==> src/rtl/uart_pkg.sv <==
// uart_pkg: shared types and constants for the buffered UART transmitter.
// Holds the FSM state encoding, parity modes and frame data width.
package uart_pkg;

   localparam int DATA_BITS = 8;

   localparam int PARITY_NONE = 0;
   localparam int PARITY_EVEN = 1;
   localparam int PARITY_ODD  = 2;

   typedef enum logic [2:0] {
      ST_IDLE,
      ST_START,
      ST_DATA,
      ST_PARITY,
      ST_STOP
   } tx_state_t;

   // Parity bit for a data byte under the given mode
   function automatic logic parity_bit(
      input logic [DATA_BITS-1:0] b,
      input int                   mode
   );
      return (^b) ^ (mode == PARITY_ODD);
   endfunction

endpackage

==> src/rtl/uart_byte_fifo.sv <==
// uart_byte_fifo: synchronous byte FIFO feeding the UART shifter.
// Occupancy lives in a counter; full/empty come from that count.
module uart_byte_fifo
   import uart_pkg::*;
#(
   parameter  int DEPTH = 4,
   parameter  int WIDTH = DATA_BITS,
   localparam int AW    = $clog2(DEPTH),
   localparam int CW    = $clog2(DEPTH + 1)
)(
   input  logic             clk,
   input  logic             rstN,
   input  logic             i_push,
   input  logic             i_pop,
   input  logic [WIDTH-1:0] i_data,
   output logic [WIDTH-1:0] o_data,
   output logic [CW-1:0]    o_count,
   output logic             o_full,
   output logic             o_empty
);

   logic [WIDTH-1:0] r_mem [DEPTH];
   logic [AW-1:0]    r_wr_ptr;
   logic [AW-1:0]    r_rd_ptr;
   logic [CW-1:0]    r_count;
   logic             w_push;
   logic             w_pop;

   assign o_full  = (r_count == CW'(DEPTH));
   assign o_empty = (r_count == '0);
   assign w_push  = i_push && !o_full;
   assign w_pop   = i_pop && !o_empty;
   assign o_data  = r_mem[r_rd_ptr];
   assign o_count = r_count;

   // Storage array; reads are qualified by the count so no reset needed
   always_ff @(posedge clk) begin
      if (w_push) begin
         r_mem[r_wr_ptr] <= i_data;
      end
   end

   // Pointers wrap naturally; count moves only on push xor pop
   always_ff @(posedge clk or negedge rstN) begin
      if (!rstN) begin
         r_wr_ptr <= '0;
         r_rd_ptr <= '0;
         r_count  <= '0;
      end else begin
         if (w_push) begin
            r_wr_ptr <= r_wr_ptr + AW'(1);
         end
         if (w_pop) begin
            r_rd_ptr <= r_rd_ptr + AW'(1);
         end
         unique case ({w_push, w_pop})
            2'b10:   r_count <= r_count + CW'(1);
            2'b01:   r_count <= r_count - CW'(1);
            default: r_count <= r_count;
         endcase
      end
   end

endmodule

==> src/rtl/uart_tx_buffered.sv <==
// uart_tx_buffered: single-clock 8N1/8E1/8O1(/2 stop) UART transmitter.
// Bytes enter a small FIFO and are framed back-to-back by the FSM.
module uart_tx_buffered
   import uart_pkg::*;
#(
   parameter  int CLOCK_RATE = 100_000_000,
   parameter  int BAUD_RATE  = 9600,
   parameter  int FIFO_DEPTH = 4,
   parameter  int PARITY     = 0,
   parameter  int STOP_BITS  = 1,
   localparam int CW         = $clog2(FIFO_DEPTH + 1)
)(
   input  logic                 clk,
   input  logic                 rstN,
   input  logic [DATA_BITS-1:0] data,
   input  logic                 dataValid,
   output logic                 dataReady,
   output logic                 txd,
   output logic                 idle,
   output logic [CW-1:0]        fifoCount
);

   localparam int CLKS_PER_BIT = CLOCK_RATE / BAUD_RATE;
   localparam int BW           = $clog2(CLKS_PER_BIT);

   tx_state_t              r_state;
   logic [BW-1:0]          r_baud;
   logic [2:0]             r_bit_cnt;
   logic [DATA_BITS-1:0]   r_shift;
   logic                   r_par;
   logic                   r_txd;

   logic [DATA_BITS-1:0]   w_fifo_data;
   logic [CW-1:0]          w_count;
   logic                   w_full;
   logic                   w_empty;
   logic                   w_push;
   logic                   w_pop;
   logic                   w_wrap;
   logic                   w_last_stop;

   assign w_push    = dataValid && !w_full;
   assign dataReady = !w_full;
   assign fifoCount = w_count;
   assign txd       = r_txd;
   assign idle      = (r_state == ST_IDLE) && w_empty;

   // Bit-time boundary and pop decision for the current cycle
   always_comb begin
      w_wrap      = (r_baud == BW'(CLKS_PER_BIT - 1));
      w_last_stop = (r_state == ST_STOP) && w_wrap &&
                    (r_bit_cnt == 3'(STOP_BITS - 1));
      w_pop       = !w_empty &&
                    ((r_state == ST_IDLE) || w_last_stop);
   end

   uart_byte_fifo #(
      .DEPTH (FIFO_DEPTH),
      .WIDTH (DATA_BITS)
   ) u_fifo (
      .clk     (clk),
      .rstN    (rstN),
      .i_push  (w_push),
      .i_pop   (w_pop),
      .i_data  (data),
      .o_data  (w_fifo_data),
      .o_count (w_count),
      .o_full  (w_full),
      .o_empty (w_empty)
   );

   // Frame FSM with baud counter; txd registered from the current state
   always_ff @(posedge clk or negedge rstN) begin
      if (!rstN) begin
         r_state   <= ST_IDLE;
         r_baud    <= '0;
         r_bit_cnt <= '0;
         r_shift   <= '0;
         r_par     <= 1'b0;
         r_txd     <= 1'b1;
      end else begin
         if (r_state != ST_IDLE) begin
            r_baud <= w_wrap ? '0 : r_baud + BW'(1);
         end
         unique case (r_state)
            ST_IDLE: begin
               r_txd <= 1'b1;
               if (w_pop) begin
                  r_shift   <= w_fifo_data;
                  r_par     <= parity_bit(w_fifo_data, PARITY);
                  r_bit_cnt <= '0;
                  r_baud    <= '0;
                  r_state   <= ST_START;
               end
            end
            ST_START: begin
               r_txd <= 1'b0;
               if (w_wrap) begin
                  r_bit_cnt <= '0;
                  r_state   <= ST_DATA;
               end
            end
            ST_DATA: begin
               r_txd <= r_shift[0];
               if (w_wrap) begin
                  r_shift <= r_shift >> 1;
                  if (r_bit_cnt == 3'(DATA_BITS - 1)) begin
                     r_bit_cnt <= '0;
                     r_state   <= (PARITY != PARITY_NONE) ?
                                  ST_PARITY : ST_STOP;
                  end else begin
                     r_bit_cnt <= r_bit_cnt + 3'd1;
                  end
               end
            end
            ST_PARITY: begin
               r_txd <= r_par;
               if (w_wrap) begin
                  r_bit_cnt <= '0;
                  r_state   <= ST_STOP;
               end
            end
            ST_STOP: begin
               r_txd <= 1'b1;
               if (w_last_stop) begin
                  r_bit_cnt <= '0;
                  if (w_pop) begin
                     r_shift <= w_fifo_data;
                     r_par   <= parity_bit(w_fifo_data, PARITY);
                     r_state <= ST_START;
                  end else begin
                     r_state <= ST_IDLE;
                  end
               end else if (w_wrap) begin
                  r_bit_cnt <= r_bit_cnt + 3'd1;
               end
            end
            default: begin
               r_txd   <= 1'b1;
               r_state <= ST_IDLE;
            end
         endcase
      end
   end

endmodule

==> config.mk <==
export PLATFORM = sky130hd
export DESIGN_NAME = uart_tx_buffered
export DESIGN_NICKNAME = d
export VERILOG_FILES = /design/src/rtl/uart_pkg.sv /design/src/rtl/uart_byte_fifo.sv /design/src/rtl/uart_tx_buffered.sv
export SDC_FILE = /design/constraint.sdc
export NUM_CORES = 1
export LEC_CHECK = 0
export CAP_MARGIN = 30
export CORE_MARGIN = 4
export CORE_UTILIZATION = 40
export DETAILED_ROUTE_END_ITERATION = 8
export SKIP_LAST_GASP = 1
export SLEW_MARGIN = 20
export SYNTH_ARGS = -nofsm -noshare
export SYNTH_HDL_FRONTEND = slang
export SYNTH_SLANG_ARGS = --single-unit
==> constraint.sdc <==
create_clock -name clk -period 3.1 [get_ports clk]
set_input_delay 0.62 -clock clk [delete_from_list [all_inputs] [get_ports clk]]
set_output_delay 0.62 -clock clk [all_outputs]
set_load 0.01 [all_outputs]
==> metrics.yaml <==
run_status:
  outcome: "complete, no violations"
placed_design:
  dp.cells: 364
  placed_cell_area_mm2: 0.003543
  routabilityCongestion: 0.7784
  io_buffers: 16
  dp_hpwl_um: 4028
  dp_slack_ns: 0.5902
worst_setup_path:
  crit_required_ns: 2.48
  cp_slowest_cell: "clkdlybuf4s50_1"
  r2r_slack_ns: 0.57
  start_kind: "flip-flop"
  r2r_cells: 12
  reg2reg_from: "r_bit_cnt[0]$_DFFE_PN0P_"
  cp_num_cells: 3
  crit_arrival_ns: 2.08
  worstPathCellList: "nor3_1, and2_1, clkdlybuf4s50_1"
  endpoint_kind: "output pin"
  crit_path_max_fanout: 5
  critical-path-max-stage-delay_ns: 0.54
  critPathKind: "reg -> out"
  reg2reg_to: "u_fifo.o_count[2]$_DFFE_PN0P_"
  critPathTopFamily: "simple AND/OR/NAND/NOR gates"
  crit_buf_inv: 1
detailed_routing:
  drt.antenna.violating_nets: 0
  drc: 0
  first_pass_iters: 7
  vias: 1988
  avgRoutedWirePerCell_um: 15.16
  viasPerCell: 5.218
  drt-initial-drc-count: 102
  wirelength_um: 5777
clocking:
  cts_resized: 0
  holdBufCountCts: 0
  numCtsBuffers: 9
  clk_pin_slew_worst_paths_ns: 0.08
  cts_tree: "yes"
  cts_setup_buffers: 0
  clock_latency_ns: 0.35
  htreeDepth: 3
  cts_max_path_buffers: 2
  cts_root_buffer: "clkbuf_8"
  clock-sinks: 69
global_routing:
  antenna_found_initial: 0
  grt_usage: 0.1272
  grt_max_degree: 38
  grt_pass1_wl_um: 9825
  grt-ovfl-total: 0
  grt_pass1_vias: 2010
yosys:
  synthFlopType: "dfrtp_1"
  synth_area_mm2: 0.003323
  seq_area_frac_synth: 0.5681
  ys_async_sr_fraction: 0.5362
  ys_types: 51
  ys_warn_count: 0
  synth_common_cells: "dfrtp_1, edfxtp_1, xnor2_1, o22a_1"
  synthTopCellsByArea: "edfxtp_1, dfrtp_1, mux4_2"
  syn_nets: 277
  synth.most_common_cell: "dfrtp_1"
  yosysTopAreaCell: "edfxtp_1"
  synth_edf_count: 32
  netlist_instances: 256
  yosysTopAreaCellShare: 0.2892
  ys_ff_latch: 69
  syn_area_per_cell_um2: 12.98
floorplanning:
  row_count: 32
  die_w_um: 99.15
  die_area_mm2: 0.009831
  initial_core_util: 0.4213
  core_area_mm2: 0.007888
  die_h_um: 99.15
  io_pins: 17
finish:
  fin_cells: 381
  syn2layout_area_growth_pct: 12.84
  final_core_util: 0.4754
  n_antenna_cell: 0
  final_nets: 295
  drive_above_1_share: 0.1434
  fin_area_mm2: 0.003750
pwr:
  p_per_area_mw_per_mm2: 741.0
  p_leak_nw: 1.426
  power_mw: 2.779
  ir_worst_vdd_mv: 0.4284
timing:
  drv_slew: 0
  setup_slack_ns: 0.4042
  rsz0062_at_grt: "false"
  setup_viol: 0
  hold_slack_ns: 0.1125
  fin_crit_sh: 0.8696
  slew_headroom: 0.5995
  setup_tns_ns: 0
  final.setup_skew_ns: 0.008037
  min_period_ns: 2.696
  hold_viol: 0
  max_freq_mhz: 370.9
  worst_pin_slew_ns: 0.6008
worst_hold_path:
  hold_class: "in -> async"
run:
  drv_cap: 0
logic make-up after synthesis:
group	count (synthesis)	synth area share
flip-flops	69	0.5681
multiplexers	16	0.07944
adder cells (fa/ha/maj)	10	0.03991
buffers and inverters	27	0.04029
AND/OR/NAND/NOR	69	0.1209
AO/OA/AOI/OAI	45	0.09865
XOR/XNOR	20	0.05271
worst max path at each step:
stage               slack (ns)                       endpoint                           from
floorplan                 0.66  u_fifo.o_count[2]$_DFFE_PN0P_       r_bit_cnt[0]$_DFFE_PN0P_
global placement          0.64  u_fifo.o_count[2]$_DFFE_PN0P_       r_bit_cnt[0]$_DFFE_PN0P_
detailed placement        0.59  u_fifo.o_count[2]$_DFFE_PN0P_       r_bit_cnt[0]$_DFFE_PN0P_
CTS                       0.38                           idle  u_fifo.o_count[0]$_DFFE_PN0P_
global route              0.21                           idle  u_fifo.o_count[1]$_DFFE_PN0P_
finish                    0.40                           idle  u_fifo.o_count[0]$_DFFE_PN0P_
layer usage:
layer / track usage / up-vias / routed length (um) / part of all wire
met5: 0 / - / 0 / 0
met4: 0.05987 / 0 / 111 / 0.019
met3: 0.03156 / 10 / 171 / 0.030
met2: 0.1911 / 30 / 2684 / 0.46
met1: 0.1736 / 970 / 2809 / 0.49
li1: - / 978 / - / -
cells in the final DEF (no fill, tap or decap), types with 5 or more instances in the layout:
cell             Yosys  final
dfrtp_1             36     36
edfxtp_1            32     32
xnor2_1             16     16
clkdlybuf4s50_1      0     15
o22a_1              14     14
inv_1               13     13
nand2_1             13     13
nor2_1              11     11
nand3_1              9      9
a21oi_1              9      9
ha_1                 9      9
clkbuf_8             0      9
mux4_2               8      8
o21ai_0              7      7
nor3_1               7      7
and4_1               5      5
mux2i_1              5      5
flip-flops by register name, indices dropped and copies added, names as in the netlist:
register,count
r_baud,14
r_bit_cnt,3
r_par,1
r_shift,8
r_state,3
txd,1
u_fifo.o_count,3
u_fifo.r_mem,32
u_fifo.r_rd_ptr,2
u_fifo.r_wr_ptr,2
layout make-up:
cell class              instances  area, um2
repair buffers                 19      190.2
clock inverters                 7      62.56
multi-input cells             160       1301
flip-flops and latches         69       1888
clock buffers                   9      123.9
fillers                       686       4138
well taps                     102      127.6
inverters                      15      56.30
report_power, final:
group	switching (mW)	total, mW	internal [mW]
Combinational	0.331	0.732	0.401
Clock	0.386	0.694	0.308
Sequential	0.179	1.35	1.17
Total	0.895	2.78	1.88
worst register-to-register path, cell delays in order (launching register included):
cell	delay (ns)
dfrtp_1	0.41
inv_1	0.07
ha_1	0.13
nor4bb_1	0.35
and4_1	0.28
o21ai_1	0.11
inv_2	0.10
ha_1	0.18
inv_1	0.06
fa_1	0.38
xor2_1	0.15
nor2_1	0.11
xor2_1	0.14
No activity file was read; power rests on OpenSTA's default activity.
